===== src/rtl/mcycle_pkg.sv =====
// rtl/mcycle_pkg.sv - shared states, opcodes and ALU codes for the multicycle sequencer
// Purpose: common definitions imported by mcycle_decode and mcycle_seq.
// Ports: none (package).
package mcycle_pkg;

  typedef enum logic [2:0] {
    S_IDLE,
    S_FETCH,
    S_DECODE,
    S_EXEC,
    S_MEM,
    S_WB,
    S_BRF,
    S_HALT
  } state_t;

  // What the sequencer has to do with an instruction once decoded
  typedef enum logic [2:0] {
    CL_HALT,
    CL_ILLEGAL,
    CL_JUMP,
    CL_REG,
    CL_MEM,
    CL_BRANCH
  } op_class_t;

  localparam logic [3:0] OP_HALT = 4'h0;
  localparam logic [3:0] OP_ADDI = 4'h1;
  localparam logic [3:0] OP_SUBI = 4'h2;
  localparam logic [3:0] OP_LW   = 4'h3;
  localparam logic [3:0] OP_SW   = 4'h4;
  localparam logic [3:0] OP_J    = 4'h5;
  localparam logic [3:0] OP_BEQ  = 4'h6;
  // op[3] set marks the register-register ALU group
  localparam logic       OP_ALU  = 1'b1;

  localparam logic [2:0] ALU_ADD = 3'b000;
  localparam logic [2:0] ALU_SUB = 3'b001;
  localparam logic [2:0] ALU_CMP = 3'b101;

endpackage


===== src/rtl/mcycle_decode.sv =====
// rtl/mcycle_decode.sv - combinational opcode decoder for the multicycle sequencer
// Purpose: map the 4-bit opcode to ALU control, ALU B-source select and a sequencing class.
// Ports:
//   op        in  4  opcode field of the instruction register
//   alu_ctrl  out 3  ALU operation
//   alu_b_sel out 1  1 = rt field as immediate, 0 = register port 2
//   op_class  out 3  sequencing class consumed by the FSM
module mcycle_decode
  import mcycle_pkg::*;
(
  input  logic [3:0] op,
  output logic [2:0] alu_ctrl,
  output logic       alu_b_sel,
  output op_class_t  op_class
);

  always_comb begin
    alu_ctrl  = ALU_ADD;
    alu_b_sel = 1'b0;
    op_class  = CL_REG;
    if (op[3] == OP_ALU) begin
      alu_ctrl = op[2:0];
      // 1110 and 1111 are unassigned inside the ALU group
      if (op[2:1] == 2'b11) op_class = CL_ILLEGAL;
    end else begin
      case (op)
        OP_HALT: op_class = CL_HALT;
        OP_ADDI: alu_b_sel = 1'b1;
        OP_SUBI: begin
          alu_ctrl  = ALU_SUB;
          alu_b_sel = 1'b1;
        end
        OP_LW, OP_SW: begin
          // address add: base register plus immediate offset
          alu_b_sel = 1'b1;
          op_class  = CL_MEM;
        end
        OP_J:    op_class = CL_JUMP;
        OP_BEQ: begin
          alu_ctrl = ALU_CMP;
          op_class = CL_BRANCH;
        end
        default: op_class = CL_ILLEGAL;
      endcase
    end
  end

endmodule


===== src/rtl/mcycle_seq.sv =====
// rtl/mcycle_seq.sv - multicycle instruction sequencer (FSM, PC and instruction register)
// Purpose: fetch, decode and step each instruction through EXEC/MEM/WB/BRF.
// Ports:
//   clk, rst                 clock (rising edge), asynchronous active-low reset
//   start                    run pulse, honoured in IDLE and HALT only
//   imem_req/addr/ack/rdata  instruction fetch handshake
//   dmem_req/we/ack          data-memory handshake
//   op, rs, rt, rd           instruction register fields
//   alu_ctrl, alu_b_sel      ALU operation and B source
//   alu_result               ALU output, used for the branch decision
//   reg_we, wb_sel           register write strobe and source (1 = memory)
//   pc, busy, halted, illegal status
module mcycle_seq
  import mcycle_pkg::*;
#(
  parameter int PC_W = 8
) (
  input  logic            clk,
  input  logic            rst,
  input  logic            start,
  output logic            imem_req,
  output logic [PC_W-1:0] imem_addr,
  input  logic            imem_ack,
  input  logic [15:0]     imem_rdata,
  output logic            dmem_req,
  output logic            dmem_we,
  input  logic            dmem_ack,
  output logic [3:0]      op,
  output logic [3:0]      rs,
  output logic [3:0]      rt,
  output logic [3:0]      rd,
  output logic [2:0]      alu_ctrl,
  output logic            alu_b_sel,
  input  logic [3:0]      alu_result,
  output logic            reg_we,
  output logic            wb_sel,
  output logic [PC_W-1:0] pc,
  output logic            busy,
  output logic            halted,
  output logic            illegal
);

  state_t          state, state_nxt;
  logic [PC_W-1:0] pc_nxt;
  logic [15:0]     ir, ir_nxt;
  logic            illegal_nxt;
  op_class_t       op_class;

  assign op = ir[15:12];
  assign rs = ir[11:8];
  assign rt = ir[7:4];
  assign rd = ir[3:0];

  mcycle_decode u_decode (
    .op        (op),
    .alu_ctrl  (alu_ctrl),
    .alu_b_sel (alu_b_sel),
    .op_class  (op_class)
  );

  always_ff @(posedge clk or negedge rst) begin
    if (!rst) begin
      state   <= S_IDLE;
      pc      <= '0;
      ir      <= '0;
      illegal <= 1'b0;
    end else begin
      state   <= state_nxt;
      pc      <= pc_nxt;
      ir      <= ir_nxt;
      illegal <= illegal_nxt;
    end
  end

  // Strobes depend only on state and the latched IR, never on the acks.
  always_comb begin
    state_nxt   = state;
    pc_nxt      = pc;
    ir_nxt      = ir;
    illegal_nxt = illegal;
    imem_req    = 1'b0;
    imem_addr   = pc;
    dmem_req    = 1'b0;
    dmem_we     = 1'b0;
    reg_we      = 1'b0;
    wb_sel      = 1'b0;
    busy        = 1'b1;
    halted      = 1'b0;
    case (state)
      S_IDLE: begin
        busy = 1'b0;
        if (start) state_nxt = S_FETCH;
      end
      S_FETCH: begin
        imem_req = 1'b1;
        if (imem_ack) begin
          ir_nxt    = imem_rdata;
          state_nxt = S_DECODE;
        end
      end
      S_DECODE: begin
        case (op_class)
          CL_HALT:    state_nxt = S_HALT;
          CL_ILLEGAL: begin
            state_nxt   = S_HALT;
            illegal_nxt = 1'b1;
          end
          CL_JUMP: begin
            pc_nxt    = PC_W'({rt, rd});
            state_nxt = S_FETCH;
          end
          default:    state_nxt = S_EXEC;
        endcase
      end
      S_EXEC: begin
        case (op_class)
          CL_MEM:    state_nxt = S_MEM;
          CL_BRANCH: begin
            if (alu_result == 4'd1) begin
              state_nxt = S_BRF;
            end else begin
              pc_nxt    = pc + PC_W'(2);
              state_nxt = S_FETCH;
            end
          end
          default:   state_nxt = S_WB;
        endcase
      end
      S_MEM: begin
        dmem_req = 1'b1;
        dmem_we  = (op == OP_SW);
        if (dmem_ack) begin
          if (op == OP_SW) begin
            pc_nxt    = pc + PC_W'(1);
            state_nxt = S_FETCH;
          end else begin
            state_nxt = S_WB;
          end
        end
      end
      S_WB: begin
        reg_we    = 1'b1;
        wb_sel    = (op == OP_LW);
        pc_nxt    = pc + PC_W'(1);
        state_nxt = S_FETCH;
      end
      S_BRF: begin
        // offset word sits right after the branch instruction
        imem_req  = 1'b1;
        imem_addr = pc + PC_W'(1);
        if (imem_ack) begin
          pc_nxt    = pc + PC_W'(2) + PC_W'(imem_rdata[7:0]);
          state_nxt = S_FETCH;
        end
      end
      S_HALT: begin
        busy   = 1'b0;
        halted = 1'b1;
        if (start) begin
          pc_nxt      = pc + PC_W'(1);
          illegal_nxt = 1'b0;
          state_nxt   = S_FETCH;
        end
      end
      default: state_nxt = S_IDLE;
    endcase
  end

endmodule


===== config.mk =====
export PLATFORM = sky130hd
export DESIGN_NAME = mcycle_seq
export DESIGN_NICKNAME = d
export VERILOG_FILES = /design/src/rtl/mcycle_pkg.sv /design/src/rtl/mcycle_decode.sv /design/src/rtl/mcycle_seq.sv
export SDC_FILE = /design/constraint.sdc
export NUM_CORES = 1
export LEC_CHECK = 0
export CAP_MARGIN = 20
export CORE_ASPECT_RATIO = 0.6
export CORE_MARGIN = 2
export CORE_UTILIZATION = 52
export DETAILED_ROUTE_END_ITERATION = 7
export PLACE_DENSITY_LB_ADDON = 0.15
export SLEW_MARGIN = 40
export SYNTH_ARGS = -nofsm -noshare
export SYNTH_HDL_FRONTEND = slang
export SYNTH_SLANG_ARGS = --single-unit

===== constraint.sdc =====
create_clock -name clk -period 3.2 [get_ports clk]
set_clock_uncertainty 0.05 [all_clocks]
set_input_delay 0.96 -clock clk [delete_from_list [all_inputs] [get_ports clk]]
set_output_delay 0.96 -clock clk [all_outputs]
set_load 0.03 [all_outputs]

# Word level (Yosys, flattened, before mapping)
# Cells that the tools add are included.
dict set report op_classes {
  addsub 3
  n_eq_ne 29
  muxes 35
  n_reduce_logical 15
}
# operator n
set op_table {}
lappend op_table {{$mux W8} 8}
lappend op_table {{$pmux W8 S6} 1}
lappend op_table {{$mux W3} 8}
lappend op_table {{$pmux W3 S7} 1}
lappend op_table {{$eq A3 B3 Y1 const B} 6}
lappend op_table {{$ne A2 B2 Y1 const B} 9}
lappend op_table {{$pmux W3 S2} 3}
lappend op_table {{$pmux W3 S5} 1}
lappend op_table {{$eq A4 B3 Y1 const B} 3}
lappend op_table {{$mux W1} 11}
lappend op_table {{$reduce_or A2 Y1} 5}
lappend op_table {{$eq A3 B2 Y1 const B} 3}
lappend op_table {{$add A8 B1 Y8 const B} 1}
lappend op_table {{$add A8 B2 Y8 const B} 1}
lappend op_table {{$add A8 B8 Y8} 1}
lappend op_table {{$eq A4 B1 Y1 const B} 2}
lappend op_table {{$eq A4 B2 Y1 const B} 2}
lappend op_table {{$reduce_and A8 Y1} 1}
lappend op_table {{$eq A3 B1 Y1 const B} 2}
lappend op_table {{$logic_not A3 Y1} 2}
lappend op_table {{$reduce_bool A6 Y1} 1}
lappend op_table {{$logic_not A4 Y1} 1}
lappend op_table {{$reduce_and A4 Y1} 1}
lappend op_table {{$reduce_or A4 Y1} 1}
lappend op_table {{other kinds (7)} 7}
dict set report word_totals {
  register_bits 28
  elab_cells 86
}

# Logic depth before layout (Yosys ltp)
# Gate-level depths: netlist of run 1.
dict set report logic_depth {
  ltp_word 8
  ltp_mapped 10
}

# By module
# A second synthesis of run 1 with hierarchy kept.
dict set report hier_totals {
  cells_unflattened 276
  hier_area_um2 2388.5
}
# module n_inst cells_each area_each_um2 seq_area_each_um2
set modules_own_cells {}
lappend modules_own_cells {mcycle_seq 1 255 2240.9 700.7}
lappend modules_own_cells {mcycle_decode 1 21 147.6 0.0}

# Worst setup path after synthesis of run 1
# No wires, ideal clock.
dict set report synth_path {
  path_type {reg2out}
  from {register pc[1]}
  to {output imem_addr[7]}
  arrival_ns 1.916
  required_ns 2.190
  path_slack_ns 0.274
  stages_incl_launch_ff 7
  cell_sequence {dfrtp_1 ha_1 and3_1 buf_4 nand3_2 nor2_1 xor2_1}
}
dict set report synth_via {
  elab_chain_len 2
}
# item line
set synth_lines {}
lappend synth_lines {{from (decl)} mcycle_seq.sv:37} ;# output logic [PC_W-1:0] pc,
lappend synth_lines {{from (signal assigned)} mcycle_seq.sv:69} ;# pc <= pc_nxt;
lappend synth_lines {{$add A8 B1 Y8} mcycle_seq.sv:150} ;# imem_addr = pc + PC_W'(1);
lappend synth_lines {{$mux W8} mcycle_seq.sv:89} ;# case (state)
lappend synth_lines {{to (decl)} mcycle_seq.sv:22} ;# output logic [PC_W-1:0] imem_addr,
# Every way passes these cells.

# Worst setup path after layout of run 1
dict set report layout_path {
  from {register state[2]}
  to {output wb_sel}
}
dict set report layout_via {
  elab_chain_len 2
}
# item line
set layout_lines {}
lappend layout_lines {{from (decl)} mcycle_seq.sv:43} ;# state_t state, state_nxt;
lappend layout_lines {{from (signal assigned)} mcycle_seq.sv:68} ;# state <= state_nxt;
lappend layout_lines {{$eq A3 B3 Y1} mcycle_seq.sv:89}
lappend layout_lines {{$mux W1} mcycle_seq.sv:89}
lappend layout_lines {{to (decl)} mcycle_seq.sv:36} ;# output logic wb_sel,
# Every way passes these cells.

==> results of run 1 <==
==> sequential cells by signal, indices dropped and copies added, names as in the netlist <==
| register | count |
|---|---|
| ir | 16 |
| pc | 8 |
| state | 3 |
| illegal | 1 |
==> synth_stat cells, types with 3 or more instances <==
cell type / count / share of area [%]
nor4_1: 3 / 0.80
o21ai_0: 24 / 5.1
nand2_1: 31 / 5.0
inv_1: 8 / 1.3
nand4_1: 4 / 1.1
buf_4: 9 / 2.9
o22ai_1: 4 / 1.1
xnor2_1: 12 / 4.5
nor2_1: 26 / 4.2
a21oi_1: 12 / 2.6
xor2_1: 7 / 2.6
and3_1: 3 / 0.80
dfrtp_1: 28 / 30
nand3_1: 7 / 1.5
nor2b_1: 4 / 1.1
o21ai_2: 4 / 1.5
clkbuf_1: 3 / 0.48
buf_2: 7 / 1.5
nor3_1: 10 / 2.1
a22oi_1: 3 / 0.96
mux2_2: 15 / 7.2
a211oi_1: 3 / 0.96
ha_1: 9 / 4.8
nand2b_1: 3 / 0.80
a31oi_1: 4 / 1.1
==> critical path, delay by kind of cell, from the launching register on <==
| kind | cells | cell delay [ps] |
|---|---|---|
| DFF | 1 | 420 |
| buffers and inverters | 2 | 970 |
| and+or+nand+nor | 2 | 360 |
==> through the flow <==
step	area (sq um)	setup WS (ps)
detailed placement	3030	54.6
finish	3110	147
global route	3110	65.2
CTS	3100	76.2
floorplan	2340	274
global placement	3030	124
==> final cells by class <==
cell class | instances | area share, %
Clock buffer | 3 | 1.33
Clock inverter | 1 | 0.967
Inverter | 10 | 1.21
Multi-Input combinational cell | 220 | 46.9
Sequential cell | 28 | 22.6
Tap cell | 60 | 2.42
Timing Repair Buffer | 81 | 24.5
==> logic make-up after synthesis <==
logic type	share of synthesized area [%]
AND/OR/NAND/NOR	20.7
adder cells (fa/ha/maj)	5.68
multiplexers	7.66
flip-flops	30.0
AO/OA/AOI/OAI	21.0
buffers and inverters	7.82
XOR/XNOR	7.12
==> layer usage <==
layer	up-vias	routed length, um	share of wire [%]	track usage (%)
li1	1134	-	-	-
met1	1114	3330	51	42.5
met2	98	2680	41	37.6
met3	4	488	7.5	5.01
met4	0	31	0.47	4.18
met5	-	0	0	0
==> worst paths after layout <==
check	from	endpoint	slack, ps	depth (start not counted)
setup / recovery	state[2]	wb_sel	150	4
hold / removal	ir[10]	ir[10]	470	1
setup reg to reg	pc[1]	pc[7]	710	10
hold reg to reg	ir[10]	ir[10]	470	1
max in group asynchronous	rst	pc[1]	1810	2
min in group asynchronous	rst	ir[13]	1000	2
==> power groups by stage <==
stage / sequential (mW) / clock, mW / combinational [mW]
after floorplan: 0.949 / 0 / 1.59
after global placement: 0.781 / 0 / 2.54
after detailed placement: 0.796 / 0 / 2.58
after CTS: 0.789 / 0.290 / 2.59
after global routing: 0.831 / 0.308 / 2.79
final: 0.798 / 0.283 / 2.60
==> what timing repair did <==
| action | CTS | global route |
|---|---|---|
| resized for setup | 1 | 5 |
| endpoints found under the setup margin | 1 | 5 |
| cloned | 0 | 0 |
==> qor.csv, run 1 <==
stage,metric,value,unit
pwr,register share of total power,21.7,%
clock_network,CTS buffer count,3,
pwr,Peak VDD IR,0.000637,V
global_route,first-pass GRT wire length,10.9,mm
finish,Final #Nets,379,
worst_hold_path,class of the worst hold path,flip-flop to flip-flop,
finish,"commonest non-fill, non-tap cells in the layout","clkdlybuf4s50_1 (55), nand2_1 (31), nor2_1 (26), dfrtp_1 (26), o21ai_0 (24)",
clock_network,CTS tree,yes,
global_route,largest net degree at the start of global routing,29,
floorplan,Die X,90.5,um
pwr,leakage power,1.31,nW
timing,"Hold Vio Cnt, Final",0,
finish,final core utilization,73.8,%
critical_path,Critical Path AT,2040,ps
routing,Wirelength per Cell,16.2,um
pwr,Gate power share,70.6,%
global_route,GRT overflow,0,
critical_path,Worst setup SP type,flip-flop,
clock_network,Post CTS Setup Buffer Count,0,
critical_path,critical-path cell list,buf_4 > and3_1 > and3_1 > clkdlybuf4s50_1,
timing,Slew @ Worst Pin,411,ps
logic_synthesis,YS warnings,0,
routing,# DRC,0,
routing,drt total wl,6.54,mm
pwr,NetSw,1.88,mW
critical_path,CP max stage cell,clkdlybuf4s50_1,
floorplan,initial core utilization,55.5,%
placed_design,placed instance count,399,
floorplan,Die Footprint,0.00506,sq mm
placed_design,Buffers on Ports,68,
pwr,Final Power,3.68,mW
timing,Tmin final,3050,ps
critical_path,WS Path Type,flip-flop to output pin,
global_route,vias in the first global route,2181,
critical_path,Worst setup EP type,output pin,
pwr,pwr dens,1190,mW/mm^2
finish,Storage cell area,703,sq um
clock_network,Clock transition at path regs,100,ps
timing,Final Cycle Share,95.4,%
pwr,clock network power share,7.7,%
clock_network,CTS Sinks,28,
logic_synthesis,Yosys reg bits,28,
placed_design,routability cong.,0.929,
critical_path,delay of the slowest cell on the worst path,670,ps
clock_network,cts hold-fix bufs,0,
logic_synthesis,sequential area share after synthesis,30.0,%
logic_synthesis,"Cell Area, Synth",0.00234,sq mm
finish,layout cells sized above 1,16.3,%
timing,hold_ws,465,ps
clock_network,clock latency on the worst-skew pair,280,ps
logic_synthesis,asr flop ratio synth,100,%
finish,"most common cell after layout, fill and taps aside",clkdlybuf4s50_1,
logic_synthesis,Synth Net Count,316,
routing,DR iter-0 viols,165,
finish,Antenna Diode Count,0,
floorplan,core area,0.00421,sq mm
clock_network,Root Buffer Master,clkbuf_8,
global_route,total global-route track usage,26.7,%
logic_synthesis,Avg Inst Size Synth,8.31,sq um
floorplan,Die Y,55.9,um
routing,via count,2350,
pwr,Internal Power,1.80,mW
timing,Final Max Slew Viols,0,
timing,FMAX,0.327,GHz
floorplan,I/O pins,69,
global_route,initial antenna violation count,0,
run_status,status,"complete, no violations",
finish,Layout area overhead,33.0,%
logic_synthesis,Post-synth EDFFs,0,
timing,total negative slack,0,ps
job,max_cap viols,0,
timing,Setup-failing EPs final,0,
critical_path,critical path's most frequent cell,and3_1,
routing,Pre-antenna DRT Iters,4,
clock_network,clock buffer depth,2,
placed_design,hpwl dp,5.05,mm
floorplan,row count,18,
routing,Vias/cell,5.83,
critical_path,Worst Path Required,2190,ps
critical_path,Max Fanout on Critical Path,27,
finish,area of the multi-input gates,0.00146,sq mm
timing,Max-slew headroom,72.6,%
routing,Final ANT Viol Nets,0,
logic_synthesis,synth unique cells,56,
timing,RSZ-0062 raised after global routing,false,
finish,Fillers,336,
pwr,switching fraction of total power,51.1,%
logic_synthesis,cells after synthesis,281,
logic_synthesis,top_reg_cell synth,dfrtp_1,
clock_network,CTS H-tree lvls,1,
finish,fin cells,403,
No activity file was read; power rests on OpenSTA's default activity.
==> run 2, diff against run 1 <==
- HOLD_SLACK_MARGIN: unset -> 0.05
==> results of run 2 <==
No change in the layout: final DEF, timing and power equal those of run 1.
